$ cat src/rtl/pic_pkg.sv
// Shared constants for the programmable interrupt controller core.
package pic_pkg;

  localparam int unsigned DATA_W  = 16;
  localparam int unsigned VEC_W   = 8;
  localparam int unsigned ID_W    = 4;
  localparam int unsigned CTRL_W  = 3;

  // Register map
  localparam logic [1:0] ADDR_CTRL     = 2'd0;
  localparam logic [1:0] ADDR_IMR      = 2'd1;
  localparam logic [1:0] ADDR_BASE_ISR = 2'd2;
  localparam logic [1:0] ADDR_CMD_IRR  = 2'd3;

  // Command opcodes carried in data_in[15:14]
  localparam logic [1:0] CMD_NOP      = 2'b00;
  localparam logic [1:0] CMD_NS_EOI   = 2'b01;
  localparam logic [1:0] CMD_SP_EOI   = 2'b10;
  localparam logic [1:0] CMD_SET_PRIO = 2'b11;

  // Control register bit positions
  localparam int unsigned CTRL_LTIM   = 0;
  localparam int unsigned CTRL_ROTATE = 1;
  localparam int unsigned CTRL_AEOI   = 2;

  // Rank of an id under the rotating order; 0 is the highest priority.
  function automatic logic [4:0] prio_rank(input logic [ID_W-1:0] id,
                                           input logic [ID_W-1:0] lowest,
                                           input int unsigned     n);
    logic [5:0] r;
    r = 6'(id) + 6'(n) - 6'(lowest) - 6'd1;
    if (r >= 6'(n)) r = r - 6'(n);
    return 5'(r);
  endfunction

endpackage

$ cat src/rtl/pic_priority_resolver.sv
// Rotating priority encoder: picks the first set bit after 'lowest'.
module pic_priority_resolver
  import pic_pkg::*;
#(
  parameter int unsigned NUM_IRQ = 8
) (
  input  logic [NUM_IRQ-1:0] mask,
  input  logic [ID_W-1:0]    lowest,
  output logic               found,
  output logic [ID_W-1:0]    id
);

  localparam int unsigned IDX_W = (NUM_IRQ > 1) ? $clog2(NUM_IRQ) : 1;

  // Scan from the lowest priority up so the highest-priority hit is written last.
  always_comb begin
    int unsigned pos;
    found = 1'b0;
    id    = '0;
    pos   = 0;
    for (int unsigned k = NUM_IRQ; k > 0; k--) begin
      pos = 32'(lowest) + k;
      if (pos >= NUM_IRQ) pos = pos - NUM_IRQ;
      if (mask[IDX_W'(pos)]) begin
        found = 1'b1;
        id    = ID_W'(pos);
      end
    end
  end

endmodule

$ cat src/rtl/pic_param_core.sv
// Parameterised interrupt controller: IRR/ISR/IMR, rotating priority, EOI commands.
module pic_param_core
  import pic_pkg::*;
#(
  parameter int unsigned NUM_IRQ         = 8,
  parameter logic [7:0]  VECTOR_BASE_RST = 8'h08
) (
  input  logic               clock,
  input  logic               reset_n,
  input  logic               chip_select,
  input  logic               write_enable,
  input  logic               read_enable,
  input  logic [1:0]         address,
  input  logic [15:0]        data_in,
  output logic [15:0]        data_out,
  input  logic [NUM_IRQ-1:0] irq,
  output logic               int_out,
  input  logic               inta,
  output logic [7:0]         vector,
  output logic               vector_valid
);

  logic [NUM_IRQ-1:0] irr, isr, imr, irq_prev;
  logic [CTRL_W-1:0]  ctrl;
  logic [VEC_W-1:0]   base;
  logic [ID_W-1:0]    lowest;

  logic [NUM_IRQ-1:0] irr_n, isr_n, ack_bit, eoi_bit, rise;
  logic [ID_W-1:0]    lowest_n;
  logic               int_out_n, vector_valid_n;
  logic [VEC_W-1:0]   vector_n;

  logic               pend_found, isr_found;
  logic [ID_W-1:0]    pend_id, isr_id;
  logic               int_req_c, ack, wr_en, id_ok;
  logic [1:0]         cmd;
  logic [ID_W-1:0]    cmd_id;
  logic               unused_data_bits;

  pic_priority_resolver #(.NUM_IRQ(NUM_IRQ)) u_pend_res (
    .mask   (irr & ~imr),
    .lowest (lowest),
    .found  (pend_found),
    .id     (pend_id)
  );

  pic_priority_resolver #(.NUM_IRQ(NUM_IRQ)) u_isr_res (
    .mask   (isr),
    .lowest (lowest),
    .found  (isr_found),
    .id     (isr_id)
  );

  assign unused_data_bits = ^data_in[13:8];

  // Request decision and command decode
  assign int_req_c = pend_found &&
                     (!isr_found ||
                      (prio_rank(pend_id, lowest, NUM_IRQ) < prio_rank(isr_id, lowest, NUM_IRQ)));
  assign ack    = inta && int_out && pend_found;
  assign wr_en  = chip_select && write_enable;
  assign cmd    = data_in[15:14];
  assign cmd_id = data_in[ID_W-1:0];
  assign id_ok  = (32'(cmd_id) < NUM_IRQ);

  // Next-state for request/service registers, priority pointer and vector output
  always_comb begin
    ack_bit        = ack ? (NUM_IRQ'(1) << pend_id) : '0;
    rise           = irq & ~irq_prev;
    eoi_bit        = '0;
    lowest_n       = lowest;
    vector_n       = vector;
    vector_valid_n = 1'b0;

    irr_n = ctrl[CTRL_LTIM] ? irq : ((irr & ~ack_bit) | rise);

    if (ack && ctrl[CTRL_AEOI] && ctrl[CTRL_ROTATE]) lowest_n = pend_id;

    if (wr_en && (address == ADDR_CMD_IRR)) begin
      case (cmd)
        CMD_NS_EOI: begin
          if (isr_found) begin
            eoi_bit = NUM_IRQ'(1) << isr_id;
            if (ctrl[CTRL_ROTATE]) lowest_n = isr_id;
          end
        end
        CMD_SP_EOI:   if (id_ok) eoi_bit = NUM_IRQ'(1) << cmd_id;
        CMD_SET_PRIO: if (id_ok) lowest_n = cmd_id;
        default: ;
      endcase
    end

    isr_n     = (isr & ~eoi_bit) | (ctrl[CTRL_AEOI] ? '0 : ack_bit);
    int_out_n = ack ? 1'b0 : int_req_c;

    if (ack) begin
      vector_n       = base + VEC_W'(pend_id);
      vector_valid_n = 1'b1;
    end else if (inta) begin
      vector_n       = base + VEC_W'(NUM_IRQ - 1);
      vector_valid_n = 1'b1;
    end
  end

  // State registers and programming-register writes
  always_ff @(posedge clock or negedge reset_n) begin
    if (!reset_n) begin
      irr          <= '0;
      isr          <= '0;
      imr          <= '1;
      irq_prev     <= '0;
      ctrl         <= '0;
      base         <= VECTOR_BASE_RST;
      lowest       <= ID_W'(NUM_IRQ - 1);
      int_out      <= 1'b0;
      vector       <= '0;
      vector_valid <= 1'b0;
    end else begin
      irr          <= irr_n;
      isr          <= isr_n;
      irq_prev     <= irq;
      lowest       <= lowest_n;
      int_out      <= int_out_n;
      vector       <= vector_n;
      vector_valid <= vector_valid_n;
      if (wr_en) begin
        case (address)
          ADDR_CTRL:     ctrl <= data_in[CTRL_W-1:0];
          ADDR_IMR:      imr  <= data_in[NUM_IRQ-1:0];
          ADDR_BASE_ISR: base <= data_in[VEC_W-1:0];
          default: ;
        endcase
      end
    end
  end

  // Combinational register read-back, zero-extended
  always_comb begin
    data_out = '0;
    if (chip_select && read_enable) begin
      case (address)
        ADDR_CTRL:     data_out = DATA_W'(ctrl);
        ADDR_IMR:      data_out = DATA_W'(imr);
        ADDR_BASE_ISR: data_out = DATA_W'(isr);
        default:       data_out = DATA_W'(irr);
      endcase
    end
  end

endmodule

$ cat config.mk
export PLATFORM = sky130hd
export DESIGN_NAME = pic_param_core
export DESIGN_NICKNAME = d
export VERILOG_FILES = /design/src/rtl/pic_pkg.sv /design/src/rtl/pic_priority_resolver.sv /design/src/rtl/pic_param_core.sv
export SDC_FILE = /design/constraint.sdc
export NUM_CORES = 1
export LEC_CHECK = 0
export CORE_ASPECT_RATIO = 1.75
export CORE_MARGIN = 2
export CORE_UTILIZATION = 50
export DETAILED_ROUTE_END_ITERATION = 10
export PLACE_DENSITY = 0.71
export SLEW_MARGIN = 20
export SYNTH_ARGS = -nofsm -noshare
export SYNTH_HDL_FRONTEND = slang
export SYNTH_SLANG_ARGS = --single-unit
$ cat constraint.sdc
create_clock -name clock -period 5.8 [get_ports clock]
set_input_delay 0.87 -clock clock [delete_from_list [all_inputs] [get_ports clock]]
set_output_delay 0.87 -clock clock [all_outputs]
set_load 0.01 [all_outputs]
==> results of run 1 <==
==> critical path, delay by kind of cell (launching register included) <==
family / cells / cell delay (ps)
buffers and inverters: 3 / 720
xor gates and xnor gates: 1 / 200
DFF: 1 / 530
AOI/OAI and AO/OA: 9 / 1580
adders and majority gates: 4 / 1500
and+or+nand+nor: 4 / 250
muxes: 1 / 430
==> final timing paths <==
check	endpoint	slack (ps)	cells past startpoint
worst max-delay path	int_out	500	22
worst min-delay path	vector[0]	510	1
worst max register to register	int_out	500	22
worst min register to register	vector[0]	510	1
max in group asynchronous	vector[4]	4620	2
min in group asynchronous	irq_prev[6]	670	2
==> synthesized netlist by cell type, drive strengths merged, types with 14 or more instances <==
cell type / number
dfrtp: 45
nand2: 45
mux2: 36
ha: 35
mux4: 35
mux2i: 33
nor2: 32
a21oi: 28
o21ai: 27
buf: 24
inv: 23
clkbuf: 22
nand3: 22
nor2b: 19
xnor2: 16
a22oi: 15
nand2b: 14
==> through the flow <==
stage	area [µm²]	worst slack, ps	hold WS [ps]
global route	6923	250.1	521.4
CTS	6923	600.1	510.7
floorplan	6132	453.7	486.2
detailed placement	6638	637.1	498.6
global placement	6638	791.8	490.6
finish	6923	499.9	506.4
==> routing by layer <==
metal,vias to the layer above,part of all wire,global-route usage,wire [µm]
li1,2500,-,-,-
met1,2714,0.35,0.3068,6462
met2,228,0.55,0.5462,10320
met3,80,0.042,0.03728,783
met4,0,0.059,0.1754,1100
met5,-,0,0,0
==> state kept, by name, summed over array words and instances, names as in the netlist <==
register,flops
imr,8
irr,8
vector,8
isr,8
vector_valid,1
irq_prev,8
ctrl,3
base,8
lowest,4
int_out,1
==> cell type report <==
class	instances	area share
clock buffer	13	0.03904
clock inverter	3	0.002169
tap	137	0.02476
timing repair buffer	63	0.08314
sequential	57	0.2082
inverter	29	0.01572
multi-input combinational	515	0.6270
==> kinds of logic (layout without fill, tap and decap cells) <==
family / count (synthesis) / after routing / share of synthesized area
other: 1 / 8 / 0.0006142
adder cells (fa/ha/maj): 38 / 38 / 0.08156
multiplexers: 104 / 104 / 0.2496
buffers and inverters: 75 / 108 / 0.05737
AO/OA/AOI/OAI: 158 / 158 / 0.1797
XOR/XNOR: 21 / 21 / 0.03012
flip-flops: 57 / 57 / 0.2361
AND/OR/NAND/NOR: 186 / 186 / 0.1650
==> out/metrics.cfg, run 1 <==
[job]
maxCapViolCount=0

[sta]
relSlewSlack=0.4435
period_needed_ps=5300
max_freq_mhz=188.7
finalHoldViolCount=0
skew_ps=8.162
worst_pin_slew_ps=833.1
timing.final.crit_share=0.9138
finalMaxSlewViolations=0
setup_viol=0
rsz0062_at_grt=false
finalSetupTns_ps=0

[clock_network]
numCtsBuffers=9
insertion_delay_ps=330
ctsLongestPathBuffers=2
cts_sinks=57
postCtsSetupRepairBufs=0
cts_htree_levels=3
cts_hold_buf=0
cts_tree=built
clk_pin_slew_ps=50
cts_root_buf=clkbuf_16
cts_resized=0

[critical_path]
cp.required_ps=6060
path_cells=clkinv_1, ha_1, clkinv_1, mux4_2, o21ai_0, a211oi_1, a211oi_1, buf_4, ha_1, ha_1, a21o_1, a21oi_1, xor2_1, nor2_1, nand2_1, o21ai_0, ha_1, a21oi_1, nor2b_1, o21ai_0, nand2_1, a21oi_1
slowest_stage=ha_1
cp_common_cell=ha_1
end_kind=register
critPathArrivalTime_ps=5560
path_class=register to register
critPathMaxStageDelay_ps=620
crit_start=lowest[1]
startpoint_type=register
r2r_start=lowest[1]
crit_fanout=11

[place]
dp_cells=801
gp_congestion=0.9626
dp_hpwl_um=14510
io_buffer_count=43

[final_layout]
multi_input_area_um2=4340
finalNonFillerCells=817
nNetsFinal=745
ff_latch_area_um2=1441
syn_to_final_growth_pct=13.38
drive_gt1_frac=0.1926
diodes=0
final_util=0.5800
fillers=1043
final_cell_mix=45 x nand2_1, 45 x dfrtp_1, 42 x clkdlybuf4s50_1

[logic_synthesis]
async_reset_ff_frac=1.000
ys_dominant_reg_cell=dfrtp_1
synth_cell_types=78
yosysWarnings=0
synth_top_area_frac=0.1844
avgSynthCellArea_um2=9.540
synth_edf_count=0
synth-seq-area-share=0.2361
synthCells=640
ys_ff_latch=57
synthTopCellsByArea=dfrtp_1 18%, mux4_2 13%, ha_1 7.2%
synth_area_um2=6106
yosysTopAreaCell=dfrtp_1

[route]
wirelength_um=18660
via_per_inst=6.759
drt_iter0_drc=394
routedWlPerCell_um=22.84
drc=0
dr.pass1.iters=7
ant_nets=0
via_count=5522

[run_status]
status=finished, final reports clean

[hold_path]
min_from=vector[0]
hold_path_class=register to register

[floorplan]
fp.dieArea_um2=13150
start_util=0.5115
die_h_um=150.2
row_count=53
die_x_um=87.54
io_pins=58
core-area_um2=11940

[grt]
grt_pass1_vias=5811
grt_usage=0.2950
antenna_found_initial=0
grt_pass1_wl_um=29610
overflow=0
grt_max_degree=58

Power of run 1 is not shown: default switching activity piles up to over one toggle a cycle in this logic, so the estimate is an artifact.
==> run 2: changes to the inputs <==
--- a/config.mk
+++ b/config.mk
@@ -10,6 +10,7 @@
 export CORE_UTILIZATION = 50
 export DETAILED_ROUTE_END_ITERATION = 10
 export PLACE_DENSITY = 0.71
+export SKIP_LAST_GASP = 1
 export SLEW_MARGIN = 20
 export SYNTH_ARGS = -nofsm -noshare
 export SYNTH_HDL_FRONTEND = slang
==> results of run 2 <==
No change in the layout: final DEF, timing and power equal those of run 1.
Power of run 2 is left out for the same reason.
==> RTL change, RTL diff (config.mk and constraints of run 2) <==
`CTRL_W`: 3 -> 6.
--- a/src/rtl/pic_pkg.sv
+++ b/src/rtl/pic_pkg.sv
@@ -6,3 +6,3 @@
   localparam int unsigned ID_W    = 4;
-  localparam int unsigned CTRL_W  = 3;
+  localparam int unsigned CTRL_W  = 6;
 
Check against the original RTL: not equivalent (a bounded check fails within 4 cycles, from zero or initial values and one cycle with reset_n low).
==> RTL change against run 2 <==
- maximum frequency is 1.1% higher
- via count is 2.7% lower
- sequential cell count is 3 higher
- synthesized cell count is 3.4% lower
- synthesized area is 0.80% lower
- routed wire length is 1.8% lower
- critical path type unchanged
- setup slack better by 0.056 ns
- die area is 0.77% lower
- final area hardly changed
Power is left out: the tool's default activity adds up to more than one toggle a clock period on the data nets, which glitch-free logic cannot reach.
==> RTL change: results (changes against run 2) <==
[clock_network]
htreeDepth = 3  ; unchanged
cts_buffers = 9  ; unchanged
clk_pin_slew_ns = 0.06
clkLatencyLatePin_ns = 0.33  ; about the same
cts_repair_resize_count = 0  ; unchanged
postCtsHoldBufs = 0  ; unchanged
cts_root_buffer = clkbuf_16
post_cts_buffers = 0  ; unchanged
cts_max_path_buffers = 2  ; unchanged

[final_layout]
n_fill_cell = 1038  ; -0.48%
layout-drive-gt1-share_pct = 20.0  ; +0.71 points
antennaDiodeCount = 0  ; unchanged
nets = 723  ; -3.0%

[critical_path]
slowest_delay_ns = 0.68  ; +0.06 ns
cp_max_fo = 10  ; -1
cpMaxStageDelayCell = dfstp_2
crit_arrival_ns = 5.51  ; -0.05 ns

[grt]
grt.total_usage_pct = 29.4  ; -0.13 points
antenna_found_initial = 0  ; unchanged
grt_pass1_vias = 5502  ; -5.3%
grt_max_degree = 61  ; +5.2%
grt_pass1_wl_mm = 29.1  ; -1.8%

[worst_hold_path]
min_path_type = register to register

[routing]
first_pass_iters = 5  ; -2
vias = 5373  ; -2.7%
wl_mm = 18.3  ; -1.8%
drt_iter0_markers = 351  ; -11%

[sta]
worst-slew-pin-transition_ns = 0.901  ; +0.0681 ns
fin_skew_ns = 0.00681  ; -0.00136 ns

[placed_design]
port_buffers = 43  ; unchanged
gp_congestion = 0.988  ; +2.6%
place_ws_ns = 0.615  ; -0.0225 ns
dp_hpwl_mm = 14.5  ; about the same
dpl-instance-area_um2 = 6580  ; -0.92%

[yosys]
ys_top_cells_by_count = dfrtp_1, nand2_1, mux2i_1, mux4_2, nor2_1
synth_ff_type = dfrtp_1
yosys-top-cells-area = dfrtp_1, mux4_2, ha_1, mux2i_1, dfstp_2
yosysWarnings = 0  ; unchanged
synthArstFlopShare_pct = 100  ; unchanged
synth_cell_types = 81  ; +3.8%
ys_seq_area_share_pct = 25.0  ; +1.4 points

[outcome]
status = completed

-- RTL change: cell types whose count changed after synthesis, sizes merged, moves of 9 or more --
| cell | run 2 | this run |
|---|---|---|
| a22oi | 15 | 4 |
| inv | 23 | 33 |
| mux2i | 33 | 43 |
| nand3 | 22 | 10 |
| nand4 | 3 | 12 |
| o21ai | 27 | 36 |
-- RTL change: metal layers --
layer	vias to the layer above	wire length (um)	global-route usage, %
met5	-	0	0
met1	2642	6210	30.5
met2	245	10000	54.4
met3	85	745	3.09
met4	0	1340	18.6
li1	2401	-	-
-- RTL change: cells by family after synthesis --
kind of cell / synth area share, %
AOI/OAI and AO/OA: 16.2
and+or+nand+nor: 16.1
buffers and inverters: 6.20
muxes: 26.4
xor gates and xnor gates: 2.52
other: 0.0619
adders and majority gates: 7.60
DFF: 25.0
-- RTL change: worst paths after layout --
path	start	end	slack [ns]	cells after the start
max	lowest[1]	int_out	0.56	20
min reg2reg	base[0]	base[0]	0.49	2
max in group asynchronous	reset_n	isr[2]	4.58	2
max reg2reg	lowest[1]	int_out	0.56	20
min	base[0]	base[0]	0.49	2
min in group asynchronous	reset_n	base[6]	0.68	2
-- RTL change: area by class of cell --
| cell class | instances | area [um^2] | share of cell area, % |
|---|---|---|---|
| inverters | 35 | 144 | 2.08 |
| well taps | 137 | 171 | 2.48 |
| multi-input cells | 490 | 4190 | 60.6 |
| repair buffers | 60 | 553 | 7.99 |
| clock inverters | 6 | 113 | 1.63 |
| clock buffers | 10 | 229 | 3.31 |
| flip-flops and latches | 60 | 1520 | 21.9 |
-- RTL change: through the flow --
| step | instances | hold WS [ns] |
|---|---|---|
| 2_1_floorplan | 625 | 0.456 |
| 3_3_place_gp | 782 | 0.476 |
| 3_5_place_dp | 782 | 0.492 |
| 4_1_cts | 798 | 0.503 |
| 5_1_grt | 798 | 0.532 |
| 6_report | 798 | 0.490 |
-- RTL change: critical path, delay by kind of cell (launching register included) --
family | cells | cell delay, ns
multiplexers | 1 | 0.46
AO/OA/AOI/OAI | 7 | 1.26
XOR/XNOR | 1 | 0.21
buffers and inverters | 4 | 1.00
flip-flops | 1 | 0.68
AND/OR/NAND/NOR | 3 | 0.29
adder cells (fa/ha/maj) | 4 | 1.27
